## src/rtl/rx_sync_framer.sv

```systemverilog
// rtl/rx_sync_framer.sv - serial sync-word hunter and payload deframer with valid/ready output
//
// Hunts a serial bit stream for SYNC_WORD, then assembles FRAME_LEN payload words of
// DATA_W bits each and hands them out through a one-entry output register.
//
// Ports:
//   clk_i          clock, all state on the rising edge
//   rst_i          asynchronous active-high reset
//   enable_i       0 = idle: FSM back to HUNT, counters and shift registers cleared
//   bit_valid_i    qualifies din_i, one serial bit per cycle when high
//   din_i          serial data bit
//   data_out_o     assembled payload word (output register)
//   data_valid_o   data_out_o holds an unread word
//   data_ready_i   consumer accepts the word when data_valid_o & data_ready_i
//   frame_start_o  qualified by data_valid_o: word is the first of its frame
//   frame_end_o    qualified by data_valid_o: word is the last of its frame
//   sync_locked_o  high while the FSM is in PAYLOAD
//   overrun_o      one-cycle pulse: a completed word was dropped, output register full

module rx_sync_framer #(
    parameter int                DATA_W    = 8,
    parameter int                SYNC_W    = 8,
    parameter logic [SYNC_W-1:0] SYNC_WORD = SYNC_W'(8'hCD),
    parameter int                FRAME_LEN = 4,
    parameter bit                LSB_FIRST = 1'b1
) (
    input  logic              clk_i,
    input  logic              rst_i,
    input  logic              enable_i,
    input  logic              bit_valid_i,
    input  logic              din_i,
    output logic [DATA_W-1:0] data_out_o,
    output logic              data_valid_o,
    input  logic              data_ready_i,
    output logic              frame_start_o,
    output logic              frame_end_o,
    output logic              sync_locked_o,
    output logic              overrun_o
);

    localparam int BC_W = $clog2(DATA_W + 1);
    localparam int WC_W = $clog2(FRAME_LEN + 1);
    localparam int HC_W = $clog2(SYNC_W + 1);

    localparam logic [BC_W-1:0] BIT_LAST  = BC_W'(DATA_W - 1);
    localparam logic [WC_W-1:0] WORD_LAST = WC_W'(FRAME_LEN - 1);
    localparam logic [HC_W-1:0] HUNT_LAST = HC_W'(SYNC_W - 1);
    localparam logic [HC_W-1:0] HUNT_SAT  = HC_W'(SYNC_W);

    typedef enum logic {
        HUNT    = 1'b0,
        PAYLOAD = 1'b1
    } state_t;

    state_t            state_q;
    logic [SYNC_W-1:0] sync_sr_q;
    logic [SYNC_W-1:0] sync_sr_d;
    logic [DATA_W-1:0] data_sr_q;
    logic [DATA_W-1:0] data_sr_d;
    logic [BC_W-1:0]   bit_cnt_q;
    logic [WC_W-1:0]   word_cnt_q;
    logic [HC_W-1:0]   hunt_cnt_q;

    logic [DATA_W-1:0] data_out_q;
    logic              data_valid_q;
    logic              frame_start_q;
    logic              frame_end_q;
    logic              overrun_q;

    logic shift_en;
    logic hunt_match;
    logic word_done;
    logic last_word;
    logic accept;
    logic load;

    // Next values of both shift registers; the register itself only takes them on a
    // qualified bit in the matching FSM state.
    always_comb begin
        sync_sr_d = sync_sr_q;
        data_sr_d = data_sr_q;
        if (LSB_FIRST) begin
            sync_sr_d = {din_i, sync_sr_q[SYNC_W-1:1]};
            data_sr_d = {din_i, data_sr_q[DATA_W-1:1]};
        end else begin
            sync_sr_d = {sync_sr_q[SYNC_W-2:0], din_i};
            data_sr_d = {data_sr_q[DATA_W-2:0], din_i};
        end
    end

    assign shift_en = enable_i & bit_valid_i;

    // A match needs a full SYNC_W bits seen since the hunt restarted, so stale zeros in
    // the cleared shift register can never form part of the sync word.
    assign hunt_match = (state_q == HUNT) && shift_en &&
                        (sync_sr_d == SYNC_WORD) && (hunt_cnt_q >= HUNT_LAST);

    assign word_done = (state_q == PAYLOAD) && shift_en && (bit_cnt_q == BIT_LAST);
    assign last_word = (word_cnt_q == WORD_LAST);

    // The output register can take a new word when empty or when its current word
    // leaves in this same cycle.
    assign accept = data_valid_q & data_ready_i;
    assign load   = word_done & (~data_valid_q | accept);

    always_ff @(posedge clk_i or posedge rst_i) begin
        if (rst_i) begin
            state_q       <= HUNT;
            sync_sr_q     <= '0;
            data_sr_q     <= '0;
            bit_cnt_q     <= '0;
            word_cnt_q    <= '0;
            hunt_cnt_q    <= '0;
            data_out_q    <= '0;
            data_valid_q  <= 1'b0;
            frame_start_q <= 1'b0;
            frame_end_q   <= 1'b0;
            overrun_q     <= 1'b0;
        end else begin
            // Output register: runs regardless of enable so a pending word still drains.
            overrun_q <= 1'b0;
            if (load) begin
                data_out_q    <= data_sr_d;
                data_valid_q  <= 1'b1;
                frame_start_q <= (word_cnt_q == '0);
                frame_end_q   <= last_word;
            end else begin
                if (accept) begin
                    data_valid_q <= 1'b0;
                end
                // A completed word that could not be loaded is dropped.
                if (word_done) begin
                    overrun_q <= 1'b1;
                end
            end

            // Framer FSM
            if (!enable_i) begin
                state_q    <= HUNT;
                sync_sr_q  <= '0;
                data_sr_q  <= '0;
                bit_cnt_q  <= '0;
                word_cnt_q <= '0;
                hunt_cnt_q <= '0;
            end else if (bit_valid_i) begin
                case (state_q)
                    HUNT: begin
                        sync_sr_q <= sync_sr_d;
                        if (hunt_cnt_q != HUNT_SAT) begin
                            hunt_cnt_q <= hunt_cnt_q + 1'b1;
                        end
                        if (hunt_match) begin
                            state_q    <= PAYLOAD;
                            bit_cnt_q  <= '0;
                            word_cnt_q <= '0;
                        end
                    end
                    PAYLOAD: begin
                        data_sr_q <= data_sr_d;
                        if (word_done) begin
                            bit_cnt_q  <= '0;
                            word_cnt_q <= word_cnt_q + 1'b1;
                            // Payload bits never feed the sync hunter: it restarts empty.
                            if (last_word) begin
                                state_q    <= HUNT;
                                sync_sr_q  <= '0;
                                hunt_cnt_q <= '0;
                            end
                        end else begin
                            bit_cnt_q <= bit_cnt_q + 1'b1;
                        end
                    end
                    default: begin
                        state_q <= HUNT;
                    end
                endcase
            end
        end
    end

    assign data_out_o    = data_out_q;
    assign data_valid_o  = data_valid_q;
    assign frame_start_o = frame_start_q;
    assign frame_end_o   = frame_end_q;
    assign overrun_o     = overrun_q;
    assign sync_locked_o = (state_q == PAYLOAD);

endmodule

```

## config.mk

```make
export PLATFORM = sky130hd
export DESIGN_NAME = rx_sync_framer
export DESIGN_NICKNAME = d
export VERILOG_FILES = /design/src/rtl/rx_sync_framer.sv
export SDC_FILE = /design/constraint.sdc
export NUM_CORES = 1
export LEC_CHECK = 0
export ABC_AREA = 1
export CELL_PAD_IN_SITES_DETAIL_PLACEMENT = 0
export CELL_PAD_IN_SITES_GLOBAL_PLACEMENT = 1
export CORE_MARGIN = 2
export CORE_UTILIZATION = 38
export CTS_CLUSTER_SIZE = 8
export DETAILED_ROUTE_END_ITERATION = 7
export MAX_ROUTING_LAYER = met4
export PLACE_DENSITY_LB_ADDON = 0.08
export SYNTH_ARGS = -nofsm -noshare
export SYNTH_HDL_FRONTEND = slang
export SYNTH_SLANG_ARGS = --single-unit
```

## constraint.sdc

```tcl
create_clock -name clk_i -period 1.54 [get_ports clk_i]
set_clock_uncertainty 0.1 [all_clocks]
set_input_delay 0.154 -clock clk_i [delete_from_list [all_inputs] [get_ports clk_i]]
set_output_delay 0.154 -clock clk_i [all_outputs]
set_load 0.1 [all_outputs]
```

## Word level (Yosys, flattened, before mapping)

Index checks and enable logic that the tools add are counted.

| operators by class | value |
|---|---|
| reductions and logical operators | 12 |
| multiplexer cells | 34 |
| order comparisons | 1 |
| $add $sub $neg | 3 |
| eq/ne operators | 10 |
| bitwise logic cells | 6 |

Operators with widths:

| cell | number |
|---|---|
| 8-bit two-way mux | 7 |
| 4-bit two-way mux | 9 |
| 4-bit one-hot mux with 2 select lines | 2 |
| 8-bit one-hot mux with 2 select lines | 1 |
| 3-bit two-way mux | 4 |
| 1-bit two-way mux | 9 |
| 3-bit by 2-bit != test with 1-bit output (second input constant) | 3 |
| 4-bit by 1-bit adder with 4-bit output (second input constant) | 2 |
| 8-bit == test (second input constant) | 1 |
| 3-bit one-hot mux with 2 select lines | 1 |
| 3-bit AND reduction | 2 |
| 1-bit logical AND | 5 |
| 4-bit by 3-bit == test with 1-bit output (second input constant) | 1 |
| 4-bit by 3-bit greater-or-equal comparator with 1-bit output (second input constant) | 1 |
| 2-bit by 1-bit != test with 1-bit output (second input constant) | 2 |
| 4-bit != test (second input constant) | 1 |
| 2-bit AND reduction | 2 |
| 4-bit AND reduction | 1 |
| 3-bit by 1-bit adder with 3-bit output (second input constant) | 1 |
| 1-bit AND | 3 |
| 3-bit by 2-bit == test with 1-bit output (second input constant) | 1 |
| 3-bit zero test | 1 |
| 3-bit != test (second input constant) | 1 |
| 1-bit inverter | 2 |
| other kinds (3) | 3 |

| word-level totals | value |
|---|---|
| output and inout bits | 13 |
| input bits | 6 |
| logic and storage cells | 77 |
| register bits | 40 |

## Logic depth before layout (Yosys ltp)

| logic depth | value |
|---|---|
| depth in word-level cells | 8 |
| gate-level depth with buffers | 10 |
| gate-level depth less buffers | 9 |

## Worst setup path before layout

Ideal clock, no wire load.

| timing | value |
|---|---|
| path kind | flip-flop to flip-flop |
| from | register state_q, in the netlist sync_locked_o |
| to | register data_out_q[0], in the netlist data_out_o[0] |
| library setup time | 0.122 ns |
| cell stages (with the launch flop) | 9 |
| arrival time | 1.793 ns |
| required time | 1.318 ns |
| setup slack | -0.475 ns |
| period minus slack after synthesis | 2.015 ns |
| cell sequence | dfrtp_1 -> nand2_4 -> nor2_4 -> nand2_4 -> clkinv_2 -> nand2_2 -> buf_6 -> nand2_1 -> o21ai_2 |

| between the ends | value |
|---|---|
| longest elaborated chain between the ends | 3 |

RTL lines:

| what | line | source |
|---|---|---|
| from (decl) | 55 | `state_t state_q;` |
| from (signal assigned) | 108 | `state_q <= HUNT;` |
| from (signal assigned) | 139 | `state_q <= HUNT;` |
| from (signal assigned) | 153 | `state_q <= PAYLOAD;` |
| 1-bit logical AND (2 in series) | 98 | `assign word_done = (state_q == PAYLOAD) && shift_en && (bit_cnt_q == BIT_LAST);` |
| 1-bit AND | 104 | `assign load = word_done & (~data_valid_q \| accept);` |
| to (signal assigned) | 123 | `data_out_q <= data_sr_d;` |
| to (decl) | 64 | `logic [DATA_W-1:0] data_out_q;` |

Every way passes these cells.
A chain may end at the register's enable or synchronous reset.

## Worst setup path in the final report

| timing | value |
|---|---|
| from | register state_q, in the netlist sync_locked_o |
| to | output sync_locked_o |

RTL lines:

| what | line | source |
|---|---|---|
| to (decl) | 37 | `output logic sync_locked_o,` |

No word-level cell between the ends.

==> metrics.md <==
| Metric | Value |
|---|---|
| Fmax achieved | 0.6642 GHz |
| Final cell count without fillers | 336 |
| Area occupied by multi-input gates | 809.5 um2 |
| CTS clock-pin slew for the worst setup and hold paths | 80 ps |
| CP delay by family, top | flip-flops |
| Die Area | 0.005486 mm2 |
| Top post-synthesis cells by area | dfrtp_1, nand2_1, inv_1, o21ai_2, ha_1 |
| Leakage power | 1.371 nW |
| R2R depth | 7 |
| Row count | 25 |
| Final #Nets | 280 |
| DR vias | 1529 |
| DR vias/cell | 4.551 |
| Sequential cell area | 955.9 um2 |
| Post-synthesis cell count | 215 |
| Worst R2R Setup Slack | 60 ps |
| Share of the synthesized area in the top cell type | 0.5097 |
| Max Cap Viol | 0 |
| Maximum VDD drop | 0.0004876 V |
| RSZ-0062 raised after global routing | yes |
| Post-DP HPWL | 2863 um |
| Crit end category | output pin |
| Hold Buf Count CTS | 0 |
| Yosys warns | 0 |
| Sequential share of the synthesized area | 0.5097 |
| Final Hold Viols | 0 |
| Final GP Congestion | 0.7895 |
| Synth Register Bits | 38 |
| P_int | 1.734 mW |
| Status | completed |
| Bufs and invs on worst path | 3 |
| Gate power share | 0.074 |
| Sequential share of power | 0.462 |
| Type of origin of the critical path | register |
| Die X | 74.07 um |
| Post-layout min period | 1506 ps |
| Worst-skew pair later-pin latency | 300 ps |
| First-pass GRT wire length | 6810 um |
| Worst min path class | input pin to async pin |
| P&R area growth vs syn | 44.80% |
| DRC | 0 |
| Switching fraction of total power | 0.2160 |
| CTS H-Tree Depth | 2 |
| WS Path Type | register to output pin |
| Worst EP arrival | 1250 ps |
| Fraction of layout cells with a size suffix above 1 | 0.3346 |
| TritonCTS clock tree | built |
| Clock Tree Buf Depth | 2 |
| PortBufs | 18 |
| Most common cell after layout, fill and taps aside | nand2_1 |
| Post-Synthesis Cell Area | 0.001866 mm2 |
| Ordered cell list for the critical path | buf_6 -> buf_4 -> buf_12 |
| Die Y | 74.07 um |
| WL/cell | 11.85 um |
| Synth cell types | 27 |
| Max FO, Critical Path | 5 |
| Vias in the first global route | 1497 |
| Initial antenna violation count | 0 |
| Final ANT Viol Nets | 0 |
| Period utilization | 0.9776 |
| Post-Synthesis Net Count | 227 |
| Initial core utilization | 0.3950 |
| # fillers | 420 |
| Fin. max-slew vios | 0 |
| Final wirelength | 3982 um |
| Cell taking the most area after synthesis | dfrtp_1 |
| Cell total after placement | 324 |
| CP max stage cell | dfrtp_4 |
| R2R Path End | hunt_cnt_q[1]$_DFFE_PP0P_ |
| Sw Pwr | 0.4778 mW |
| Worst-margin pin slew | 457.3 ps |
| Required time of the worst setup path | 1290 ps |
| RR Startpoint | word_cnt_q[1]$_DFFE_PP0P_ |
| Pwr dens | 818.8 mW/mm2 |
| Core ar. | 0.004723 mm2 |
| Avg Inst Size Synth | 8.677 um2 |
| Gr ovfl total | 0 |
| Number of DRC markers in iteration 0 | 84 |
| CTS Buf Count | 5 |
| Worst setup startpoint | sync_locked_o$_DFFE_PP0P_ |
| Setup_tns | 0 ps |
| Slowest Stage Delay on Critical Path | 520 ps |
| Sink Count | 38 |
| 1st-pass router iterations | 2 |
| Slew margin rel. | 0.6940 |
| Clk pwr share | 0.464 |
| Commonest non-fill, non-tap cells in the layout | nand2_1, dfrtp_1, buf_4 |
| Ant. Diodes | 0 |
| Pin count of the biggest net entering global routing | 39 |
| GRT Total Usage | 0.1707 |
| I/O pin cnt | 19 |
| Root buffer cell | clkbuf_8 |
| Endpoints failing setup | 0 |
## how the worst max path moves through the flow
stage	to	slack (ps)	cells past startpoint
floorplan	data_out_o[0]$_DFFE_PP0P_	-3	8
global placement	bit_cnt_q[0]$_DFFE_PP0P_	-230	9
detailed placement	bit_cnt_q[3]$_DFFE_PP0P_	-280	9
CTS	sync_sr_q[6]$_DFFE_PP0P_	0.8	8
global route	data_sr_q[4]$_DFFE_PP0P_	-70	6
finish	sync_locked_o	30	3
## stage by stage
step	cell area [um2]	utilization	setup WS [ps]	hold WS (ps)	total power, mW
2_1_floorplan	1874	-	-3.394	206.9	1.119
3_3_place_gp	2475	0.5240	-233.4	356.6	1.196
3_5_place_dp	2475	0.5240	-280.5	372.1	1.201
4_1_cts	2623	0.5552	0.8202	102.2	2.232
5_1_grt	2701	0.5719	-73.58	117.7	2.313
6_report	2701	0.5719	34.50	92.38	2.212
## cells by family (layout without fill, tap and decap cells)
logic type,Yosys count,after routing,share of synthesized area
compound gates,23,23,0.08853
simple gates,111,111,0.2743
buf+inv,36,90,0.08249
xor+xnor,1,1,0.004696
fa+ha+maj,6,6,0.04024
flops,38,38,0.5097
## layout make-up
cell class	count	area share
Sequential cell	38	0.3539
Multi-Input combinational cell	141	0.2997
Timing Repair Buffer	51	0.2195
Inverter	31	0.04493
Tap cell	67	0.03103
Clock buffer	5	0.02547
Clock inverter	3	0.02547
## worst min-delay path, delay by kind of cell
| kind | cells | cell delay, ps |
|---|---|---|
| buf+inv | 3 | 710 |
## cell usage after synthesis
library cell / n
inv_1: 29
nand3_2: 1
nor4_1: 1
nand4_1: 12
buf_6: 2
nand2_2: 1
nand3b_1: 1
xor2_1: 1
nand2_1: 63
buf_2: 2
or2_2: 1
o22ai_1: 7
nor2_4: 1
o21ai_1: 3
clkbuf_1: 1
nor3_1: 1
o21ai_2: 11
a21oi_1: 2
nor3b_1: 1
nor2_2: 2
ha_1: 6
clkinv_2: 1
nand2_4: 3
nor2_1: 17
nand3_1: 6
inv_2: 1
dfrtp_1: 38
## registers in the layout (all words and copies together) (netlist names)
| signal | count |
|---|---|
| data_valid_o | 1 |
| word_cnt_q | 3 |
| data_out_o | 8 |
| overrun_o | 1 |
| bit_cnt_q | 4 |
| sync_locked_o | 1 |
| data_sr_q | 7 |
| frame_start_o | 1 |
| hunt_cnt_q | 4 |
| frame_end_o | 1 |
| sync_sr_q | 7 |
## power groups by stage
stage / clock (mW) / sequential, mW / combinational (mW)
2_1_floorplan: 0 / 1.04 / 0.0781
4_1_cts: 1.05 / 1.02 / 0.162
6_report: 1.03 / 1.02 / 0.164
3_3_place_gp: 0 / 1.04 / 0.156
5_1_grt: 1.10 / 1.02 / 0.185
3_5_place_dp: 0 / 1.04 / 0.159
## routing by layer
metal  vias up  global-route usage  routed length, um
li1        793                   -                  -
met1       712              0.2074               1849
met2        18              0.2748               1969
met3         6             0.04201                105
met4         0             0.06465                 57
met5         -                   -                  0
## timing repair
| item | 4_1_cts | 5_1_grt |
|---|---|---|
| pin swaps | 0 | 5 |
| gates resized for setup | 2 | 16 |
| setup endpoints to repair | 8 | 36 |
| cloned | 0 | 0 |
| buffers inserted | 0 | 4 |
Power figures use the tool's default switching activity.
==> patch 1 (same settings) <==
Reset style: synchronous (`rst_i`), changed in one clocked block. Comments in the files are not updated.
--- a/src/rtl/rx_sync_framer.sv
+++ b/src/rtl/rx_sync_framer.sv
@@ -103,7 +103,7 @@
     assign accept = data_valid_q & data_ready_i;
     assign load   = word_done & (~data_valid_q | accept);
 
-    always_ff @(posedge clk_i or posedge rst_i) begin
+    always_ff @(posedge clk_i) begin
         if (rst_i) begin
             state_q       <= HUNT;
             sync_sr_q     <= '0;
Function: differs if rst_i is asserted again (counterexample within 10 cycles, from zero or initial values and one cycle with rst_i high); with rst_i held inactive, the same outputs for 10 cycles.
==> patch 1 against the original RTL <==
  * Sequential share of layout area down 3.2 points
  * Routed wire length down 7.8%
  * Sequential cell count unchanged
  * Synthesized cell count up 5.6%
  * Non-clock buffer count down 10
  * Hold slack better by 0.078 ns
  * Synthesized area down 11%
  * Clock power down 34%
  * First-iteration DRC count down 36%
  * Cell area down 11%
  * Power down 18%
  * Worst setup slack better by 0.067 ns
  * Largest power group is now registers
==> patch 1: results (changes against the original RTL) <==
* Routed wl met3 at 143 um (was 105 um)
* Status: complete, no violations (unchanged)
* Multi-In Gates at 162 (was 141)
* Maximum net fanout on the critical path at 7 (was 5)
* Logic inverters at 23 (was 31)
* Top FF cell, synth: dfxtp_1 (was dfrtp_1)
* Largest net degree at the start of global routing at 14 (was 39)
* Top post-synthesis cells by area: dfxtp_1 (46%), nor2_1 (11%), nand2_1 (8.8%) (was dfrtp_1 (51%), nand2_1 (13%), inv_1 (5.8%))
* Worst r2r path cells at 9 (was 7)
* DR iter-0 viols at 54 (was 84)
* R2r setup slk at 0.10 ns (was 0.06 ns)
* GP Congestion at 0.732 (was 0.790)
* Fin nets at 283 (was 280)
* Non-clk bufs at 41 (was 51)
* Final hold slack at 0.171 ns (was 0.0924 ns)
* Filler cells at 408 (was 420)
* Non-clock buffers, area share at 0.210 (was 0.220)
* Area occupied by registers at 771 um^2 (was 956 um^2)
* Clkbuf count at 6 (was 5)
* R2R Path Start: bit_cnt_q[0]$_SDFFE_PP0P_ (was word_cnt_q[1]$_DFFE_PP0P_)
* Met2 Resource Use GR at 0.275 (about the same)
* Worst EP arrival at 1.56 ns (was 1.25 ns)
* Met3 usage at 0.0476 (was 0.0420)
* Avg WL per Cell at 11.4 um (was 11.9 um)
* Lkg Pwr at 0.976 nW (was 1.37 nW)
* Worst Setup Path Type: flip-flop to flip-flop (was flip-flop to output pin)
* Multi-input combinational area share at 0.366 (was 0.300)
* GR met1 Demand/Resource at 0.195 (was 0.207)
* Vias in the first global route at 1428 (was 1497)
* Max incr delay on CP at 0.35 ns (was 0.52 ns)
* Xor/xnor cell area share of the yosys netlist at 0.0158 (was 0.00469)
## patch 1: cell types whose count changed in the layout (fill, tap and decap cells not counted), sizes merged, moves of 9 or more
cell	change
nand4	-12
buf	-10
nand2	-21
nor2	+31
dfrtp	-38
a21oi	+19
dfxtp	+38
inv	-9
## patch 1: critical path: cells and delay by family (launching register included)
family / cells / cell delay (ns)
compound gates: 1 / 0.12
fa+ha+maj: 1 / 0.14
buf+inv: 2 / 0.20
flops: 1 / 0.35
simple gates: 5 / 0.48
## patch 1: where the power goes
group          switching [mW]  internal, mW
clock                   0.335         0.345
combinational          0.0790        0.0653
sequential            0.00787         0.988
## patch 1: through the flow
stage | setup slack [ns] | TNS (ns) | area (um^2) | cells
floorplan | 0.0176 | 0 | 1670 | 227
global placement | -0.148 | -4.11 | 2160 | 312
detailed placement | -0.185 | -4.52 | 2160 | 312
CTS | -0.00392 | -0.00392 | 2270 | 320
global route | 0.00228 | 0 | 2390 | 322
finish | 0.102 | 0 | 2390 | 322
==> patch 2 (config.mk and constraints unchanged) <==
Made on the original files. Change the parameter `LSB_FIRST` from 1'b1 to 1'b0.
--- a/src/rtl/rx_sync_framer.sv
+++ b/src/rtl/rx_sync_framer.sv
@@ -22,7 +22,7 @@
     parameter int                SYNC_W    = 8,
     parameter logic [SYNC_W-1:0] SYNC_WORD = SYNC_W'(8'hCD),
     parameter int                FRAME_LEN = 4,
-    parameter bit                LSB_FIRST = 1'b1
+    parameter bit                LSB_FIRST = 1'b0
 ) (
     input  logic              clk_i,
     input  logic              rst_i,
Formal check against the unedited RTL: not equivalent (a bounded check fails within 10 cycles, from zero or initial values and one cycle with rst_i high).
==> patch 2 against the original RTL <==
  * Sequential cell count stayed put
  * Power grew 3.0%
  * Cell area up 9.0%
  * Synthesized area fell by 2.2%
  * Worst setup slack lost 0.0053 ns
  * Core utilization up 6.0 points
  * Routed wire length rose by 6.9%
  * Synthesized cell count decreased by 2.3%
  * Count of clock-buffer cells in the layout stayed put
  * Critical path type is now flip-flop to flip-flop
==> patch 2: results (changes against the original RTL) <==
* Met2 Resource Use GR at 0.285 (was 0.275)
* Post-CTS setup buffer count at 9 (was 0)
* Synth cell types at 25 (was 27)
* DRT Pass-1 Iters at 4 (was 2)
* Lkg Pwr at 1.43 nW (was 1.37 nW)
* GP Congestion at 0.818 (was 0.790)
* Dpl ws at -0.409 ns (was -0.281 ns)
* Detailed Place HPWL at 2.94 mm (was 2.86 mm)
* Detailed Route WL at 4.26 mm (was 3.98 mm)
* Sequential share of the synthesized area at 0.521 (was 0.510)
* DR iter-0 viols at 81 (was 84)
* GRT Overall Usage at 0.176 (was 0.171)
* Peak supply drop at 621 uV (was 488 uV)
* Vias in the first global route at 1588 (was 1497)
* Top cells by count, synth: nand2_1 (57), dfrtp_1 (38), inv_1 (27) (was nand2_1 (63), dfrtp_1 (38), inv_1 (29))
* Fmax at 662 MHz (was 664 MHz)
* Syn nets at 222 (was 227)
* Post-synthesis adder-cell area fraction at 0.0412 (was 0.0402)
* M1 WL at 1.95 mm (was 1.85 mm)
* Met2 WL at 2.11 mm (was 1.97 mm)
* GR met1 Demand/Resource at 0.211 (was 0.207)
* Slew margin rel. at 0.835 (was 0.694)
* Status: complete, no violations (unchanged)
* Met3 usage at 0.0466 (was 0.0420)
* Final hold slack at 0.105 ns (was 0.0924 ns)
* Placed cell area at 0.00244 mm^2 (was 0.00247 mm^2)
==> patch 2: power by group through the flow <==
stage / sequential, mW / combinational [mW] / clock, mW
after global placement: 1.05 / 0.150 / 0
after CTS: 1.03 / 0.181 / 1.04
after detailed placement: 1.05 / 0.155 / 0
final: 1.03 / 0.212 / 1.03
after floorplan: 1.05 / 0.0870 / 0
after global routing: 1.04 / 0.234 / 1.09
==> patch 2: path summary, 6_finish.rpt <==
path | cells after the start | startpoint | to
max in group asynchronous | 3 | rst_i | sync_locked_o$_DFFE_PP0P_
worst max-delay path | 8 | word_cnt_q[0]$_DFFE_PP0P_ | sync_sr_q[4]$_DFFE_PP0P_
worst min register to register | 2 | sync_sr_q[6]$_DFFE_PP0P_ | sync_sr_q[6]$_DFFE_PP0P_
worst max register to register | 8 | word_cnt_q[0]$_DFFE_PP0P_ | sync_sr_q[4]$_DFFE_PP0P_
worst min-delay path | 3 | rst_i | data_sr_q[6]$_DFFE_PP0P_
min in group clk_i | 2 | sync_sr_q[6]$_DFFE_PP0P_ | sync_sr_q[6]$_DFFE_PP0P_
==> patch 2: layout make-up <==
class | instances | area (um^2)
well taps | 54 | 67.6
flip-flops and latches | 38 | 956
multi-input cells | 138 | 917
clock inverters | 3 | 68.8
clock buffers | 5 | 68.8
inverters | 30 | 118
fillers | 367 | 1720
repair buffers | 67 | 749
==> patch 2: cells by family after synthesis <==
group                      count (synthesis)
adders and majority gates                  6
xor gates and xnor gates                   1
buffers and inverters                     34
AOI/OAI and AO/OA                         31
DFF                                       38
and+or+nand+nor                          100
==> patch 2: through the flow <==
| step | instances | TNS (ns) |
|---|---|---|
| detailed placement | 310 | -7.37 |
| floorplan | 210 | -0.569 |
| finish | 335 | 0 |
| global placement | 310 | -6.63 |
| CTS | 328 | -0.00578 |
| global route | 335 | -0.274 |
